$ cat config.mk
export PLATFORM = sky130hd
export DESIGN_NAME = nibble_bus_receiver
export DESIGN_NICKNAME = d
export VERILOG_FILES = /design/src/rtl/nibble_bus_receiver.sv
export SDC_FILE = /design/constraint.sdc
export NUM_CORES = 1
export LEC_CHECK = 0
export ABC_AREA = 0
export CAP_MARGIN = 10
export CORE_ASPECT_RATIO = 1.1
export CORE_MARGIN = 10
export CORE_UTILIZATION = 63
export CTS_CLUSTER_SIZE = 30
export DETAILED_ROUTE_END_ITERATION = 7
export HOLD_SLACK_MARGIN = 0.02
export MAX_ROUTING_LAYER = met4
export PLACE_DENSITY = 0.84
export SYNTH_ARGS = -nofsm -noshare
export SYNTH_HDL_FRONTEND = slang
export SYNTH_SLANG_ARGS = --single-unit
export TNS_END_PERCENT = 30
$ cat constraint.sdc
create_clock -name clk -period 8.1 [get_ports clk]
set_input_delay 1.62 -clock clk [delete_from_list [all_inputs] [get_ports clk]]
set_output_delay 1.62 -clock clk [all_outputs]
set_load 0.02 [all_outputs]
$ cat src/rtl/nibble_bus_receiver.sv
// ============================================================================
// Module      : nibble_bus_receiver
// Description : Listening end of a 4-bit nibble bus. Pairs nibbles into bytes
//               and queues them in a FIFO behind a valid/ready output. The
//               optional saturating drop counter is NIBBLE_RX_DROP_CNT_EN.
// Revision    : 1.0 - initial release
// ============================================================================
`default_nettype none

module nibble_bus_receiver #(
    parameter int DEPTH     = 4,
    parameter bit LSN_FIRST = 1'b1,
    parameter int TIMEOUT   = 8
) (
    input  logic                       clk,
    input  logic                       rst,
    input  logic [3:0]                 inp,
    input  logic                       c,
    output logic [7:0]                 o,
    output logic                       o_valid,
    input  logic                       o_ready,
    output logic [$clog2(DEPTH):0]     level,
    output logic                       ovf,
    input  logic                       ovf_clr,
`ifdef NIBBLE_RX_DROP_CNT_EN
    output logic [7:0]                 drop_cnt,
`endif
    output logic                       frag_err
);

    localparam int         AW        = $clog2(DEPTH);
    localparam logic [7:0] C_TIMEOUT = 8'(TIMEOUT);

    typedef enum logic [0:0] {
        S_IDLE = 1'b0,
        S_HALF = 1'b1
    } state_t;

    state_t         state_q, state_d;
    logic [3:0]     first_q, first_d;
    logic [7:0]     tmo_q, tmo_d;
    logic [7:0]     tmo_inc;
    logic           frag_q, frag_d;
    logic           push_q, push_d;
    logic [7:0]     pbyte_q, pbyte_d;

    logic [7:0]     mem_q [DEPTH];
    logic [7:0]     mem_d [DEPTH];
    logic [AW:0]    wr_q, wr_d;
    logic [AW:0]    rd_q, rd_d;
    logic [AW:0]    level_q, level_d;
    logic           o_valid_q, o_valid_d;
    logic [7:0]     o_q, o_d;
    logic           ovf_q, ovf_d;

    logic           full;
    logic           pop;
    logic           wr_en;
    logic           drop;

    // Nibble pairing; the assembled byte is staged one cycle before the FIFO.
    always_comb begin
        state_d = state_q;
        first_d = first_q;
        tmo_d   = tmo_q;
        frag_d  = 1'b0;
        push_d  = 1'b0;
        pbyte_d = pbyte_q;
        tmo_inc = tmo_q + 8'd1;
        case (state_q)
            S_IDLE: begin
                if (c) begin
                    first_d = inp;
                    tmo_d   = 8'd0;
                    state_d = S_HALF;
                end
            end
            S_HALF: begin
                if (c) begin
                    push_d  = 1'b1;
                    pbyte_d = LSN_FIRST ? {inp, first_q} : {first_q, inp};
                    state_d = S_IDLE;
                end else begin
                    tmo_d = tmo_inc;
                    if (tmo_inc == C_TIMEOUT) begin
                        frag_d  = 1'b1;
                        state_d = S_IDLE;
                    end
                end
            end
            default: state_d = S_IDLE;
        endcase
    end

    // FIFO bookkeeping; a full FIFO still accepts a push when a pop frees a slot.
    always_comb begin
        full    = (wr_q[AW-1:0] == rd_q[AW-1:0]) && (wr_q[AW] != rd_q[AW]);
        pop     = o_valid_q & o_ready;
        wr_en   = push_q & (~full | pop);
        drop    = push_q & full & ~pop;
        mem_d   = mem_q;
        if (wr_en) begin
            mem_d[wr_q[AW-1:0]] = pbyte_q;
        end
        wr_d      = wr_q + {{AW{1'b0}}, wr_en};
        rd_d      = rd_q + {{AW{1'b0}}, pop};
        level_d   = wr_d - rd_d;
        o_valid_d = (wr_d != rd_d);
        o_d       = o_valid_d ? mem_d[rd_d[AW-1:0]] : o_q;
        ovf_d     = (ovf_q & ~ovf_clr) | drop;
    end

    always_ff @(posedge clk) begin
        if (rst) begin
            state_q   <= S_IDLE;
            first_q   <= 4'h0;
            tmo_q     <= 8'd0;
            frag_q    <= 1'b0;
            push_q    <= 1'b0;
            pbyte_q   <= 8'h00;
            mem_q     <= '{default: 8'h00};
            wr_q      <= '0;
            rd_q      <= '0;
            level_q   <= '0;
            o_valid_q <= 1'b0;
            o_q       <= 8'h00;
            ovf_q     <= 1'b0;
        end else begin
            state_q   <= state_d;
            first_q   <= first_d;
            tmo_q     <= tmo_d;
            frag_q    <= frag_d;
            push_q    <= push_d;
            pbyte_q   <= pbyte_d;
            mem_q     <= mem_d;
            wr_q      <= wr_d;
            rd_q      <= rd_d;
            level_q   <= level_d;
            o_valid_q <= o_valid_d;
            o_q       <= o_d;
            ovf_q     <= ovf_d;
        end
    end

`ifdef NIBBLE_RX_DROP_CNT_EN
    logic [7:0] drop_cnt_q, drop_cnt_d;

    always_comb begin
        drop_cnt_d = drop_cnt_q;
        if (drop && (drop_cnt_q != 8'hFF)) begin
            drop_cnt_d = drop_cnt_q + 8'd1;
        end
    end

    always_ff @(posedge clk) begin
        if (rst) begin
            drop_cnt_q <= 8'd0;
        end else begin
            drop_cnt_q <= drop_cnt_d;
        end
    end

    assign drop_cnt = drop_cnt_q;
`endif

    assign o        = o_q;
    assign o_valid  = o_valid_q;
    assign level    = level_q;
    assign ovf      = ovf_q;
    assign frag_err = frag_q;

endmodule

`default_nettype wire

==> results.sh <==
export IMPL_antenna_found_initial=0
export IMPL_worstSetupStartpointType="primary input"
export IMPL_nets=451
export IMPL_dr_pass1_iters=5
export IMPL_synth_nets=437
export IMPL_finalSetupTns_ns=0
export IMPL_grt_pass1_wl_um=14100
export IMPL_clk_pin_slew_ns=0.08
export IMPL_synth_edf_count=0
export IMPL_cts_hold_buf=0
export IMPL_tightest_slew_ns=0.960
export IMPL_cts_max_level=3
export IMPL_fmax_mhz=184
export IMPL_hold_viol_final=0
export IMPL_place_ws_ns=2.35
export IMPL_hold_class="reg -> reg"
export IMPL_cts_sinks=74
export IMPL_final_cell_mix="dfxtp_1, nor2_1, nand2_1"
export IMPL_wl_per_cell_um=16.9
export IMPL_r2r_start="wr_q[0]"
export IMPL_yosys_warnings=0
export IMPL_path_class="in -> reg"
export IMPL_r2r_setup_slack_ns=3.61
export IMPL_arrival_ns=5.71
export IMPL_root_buffer="clkbuf_8"
export IMPL_avgSynthCellArea_um2=8.49
export IMPL_postCtsSetupRepairBufs=0
export IMPL_drc=0
export IMPL_power_density_mw_per_mm2=204
export IMPL_async_reset_ff_frac=0
export IMPL_clock_path_buffers=2
export IMPL_die_x_um=91.5
export IMPL_synth_cells=417
export IMPL_holdPathStages=2
export IMPL_period_needed_ns=5.45
export IMPL_rsz0062_at_grt="no"
export IMPL_die_h_um=98.6
export IMPL_vdd_drop_max_mv=0.139
export IMPL_ys_seq_area_frac=0.419
export IMPL_yosysUniqueCellTypes=49
export IMPL_ys_ff_latch=74
export IMPL_start_util=0.652
export IMPL_clock_latency_ns=0.35
export IMPL_antennaDiodeCount=0
export IMPL_max_slew_margin=0.356
export IMPL_io_buffers=22
export IMPL_endpoint_kind="flop"
export IMPL_p_leak_nw=1.59
export IMPL_grt_pass1_vias=2946
export IMPL_layout_commonest_cell="dfxtp_1"
export IMPL_drive_above_1_share=0.0737
export IMPL_r2r_end="o[0]"
export IMPL_gr_total_overflow=0
export IMPL_routed_wl_um=8600
export IMPL_drt_iter0_drc=301
export IMPL_grt_usage=0.197
export IMPL_final_max_slew_viol_count=0
export IMPL_drv_cap=0
export IMPL_cts_tree="built"
export IMPL_postCtsResizedCells=0
export IMPL_post_drt_via_cell_ratio=6.06
export IMPL_grt_max_degree=71
export IMPL_hold_end="mem_q[9]"
export IMPL_setup_ws_ns=2.65
export IMPL_hpwl_um=6090
export IMPL_vias=3083
export IMPL_numCtsBuffers=9
export IMPL_post_route_period_util=0.672
export IMPL_core_area_mm2=0.00543
export IMPL_boundaryPins=23
export IMPL_yosys_area_top_type_share=0.419
export IMPL_yosysTopAreaCell="dfxtp_1"
export IMPL_syn_area_mm2=0.00354
export IMPL_fp_row_count=28
export IMPL_clock_skew_ns=0.00806
export IMPL_synthFlopType="dfxtp_1"
export IMPL_ff2ff_path_depth=10
export IMPL_min_from="mem_q[9]"
export IMPL_synthTopCellsByArea="dfxtp_1, mux2i_1, nor2_1, nand2_1, a21oi_1"
export IMPL_finalSetupViolCount=0
export IMPL_outcome="completed"
export IMPL_cp_required_ns=8.37
export IMPL_ant_nets=0
export IMPL_syn2layout_area_growth_pct=11.0
export IMPL_gp_congestion=0.924
export IMPL_crit_fanout=17
export IMPL_dieArea_mm2=0.00902
==> where the power goes <==
| group | internal (mW) | switching, mW |
|---|---|---|
| Combinational | 0.0537 | 0.0804 |
| Clock | 0.139 | 0.137 |
| Sequential | 0.378 | 0.0135 |
==> flip-flops by register name, indices dropped and copies added (netlist names) <==
| register | flops |
|---|---|
| first_q | 4 |
| pbyte_q | 8 |
| state_q | 1 |
| o | 8 |
| mem_q | 32 |
| rd_q | 3 |
| push_q | 1 |
| tmo_q | 8 |
| wr_q | 3 |
| ovf | 1 |
| o_valid | 1 |
| frag_err | 1 |
| level | 3 |
==> Yosys cell counts, types with 6 or more instances <==
| cell type | instances |
|---|---|
| nor2_1 | 72 |
| and3_1 | 6 |
| clkbuf_1 | 11 |
| nor2b_1 | 6 |
| nor3_1 | 11 |
| buf_1 | 6 |
| mux2i_1 | 28 |
| nand2_1 | 56 |
| xnor2_1 | 6 |
| ha_1 | 10 |
| o21ai_0 | 8 |
| a21oi_1 | 36 |
| dfxtp_1 | 74 |
| o311ai_1 | 6 |
| o311ai_0 | 6 |
| inv_1 | 8 |
==> layer usage <==
metal / track usage / wire length [um] / vias to the layer above
li1: - / - / 1481
met3: 0.0341 / 491 / 40
met5: - / 0 / -
met1: 0.229 / 3780 / 1421
met4: 0.124 / 360 / 0
met2: 0.307 / 3980 / 141
==> worst max-delay path by stage <==
stage                     depth (start not counted)    to  slack (ns)     from
after detailed placement                         11  o[0]        2.35  o_ready
after CTS                                        11  o[0]        2.71  o_ready
final                                            11  o[0]        2.65  o_ready
after global placement                           11  o[2]        2.54  o_ready
after global routing                             11  o[0]        2.29  o_ready
after floorplan                                  12  o[7]        3.69  o_ready
==> cell families (layout without fill, tap and decap cells) <==
family	after synthesis	count (layout)	share of synthesized area
buffers and inverters	30	47	0.0424
multiplexers	28	28	0.0792
XOR/XNOR	9	9	0.0223
flip-flops	74	74	0.419
AND/OR/NAND/NOR	179	179	0.229
adder cells (fa/ha/maj)	11	11	0.0410
AO/OA/AOI/OAI	86	86	0.167
==> area by class of cell <==
cell class	instances	area [um^2]
flip-flops and latches	74	1480
inverters	9	33.8
clock buffers	9	124
clock inverters	5	57.6
repair buffers	24	230
well taps	75	93.8
multi-input cells	313	1910
fillers	447	1500
==> through the flow <==
step	total power [mW]	hold slack, ns	utilization	std cells	instance area, um^2
after floorplan	0.485	0.436	-	417	3540
after global placement	0.527	0.443	0.690	495	3750
after detailed placement	0.530	0.449	0.690	495	3750
after CTS	0.799	0.460	0.724	509	3930
after global routing	0.827	0.484	0.724	509	3930
final	0.801	0.458	0.724	509	3930
==> worst max-delay path: stages <==
cell	delay, ns
clkdlybuf4s50_1	0.39
and2_1	0.19
o41ai_2	0.82
inv_2	0.29
ha_1	0.29
ha_1	0.23
xnor2_1	0.15
xnor2_1	0.76
nor2b_1	0.57
o311ai_0	0.26
o311ai_1	0.13
(Power assumes the default switching activity.)
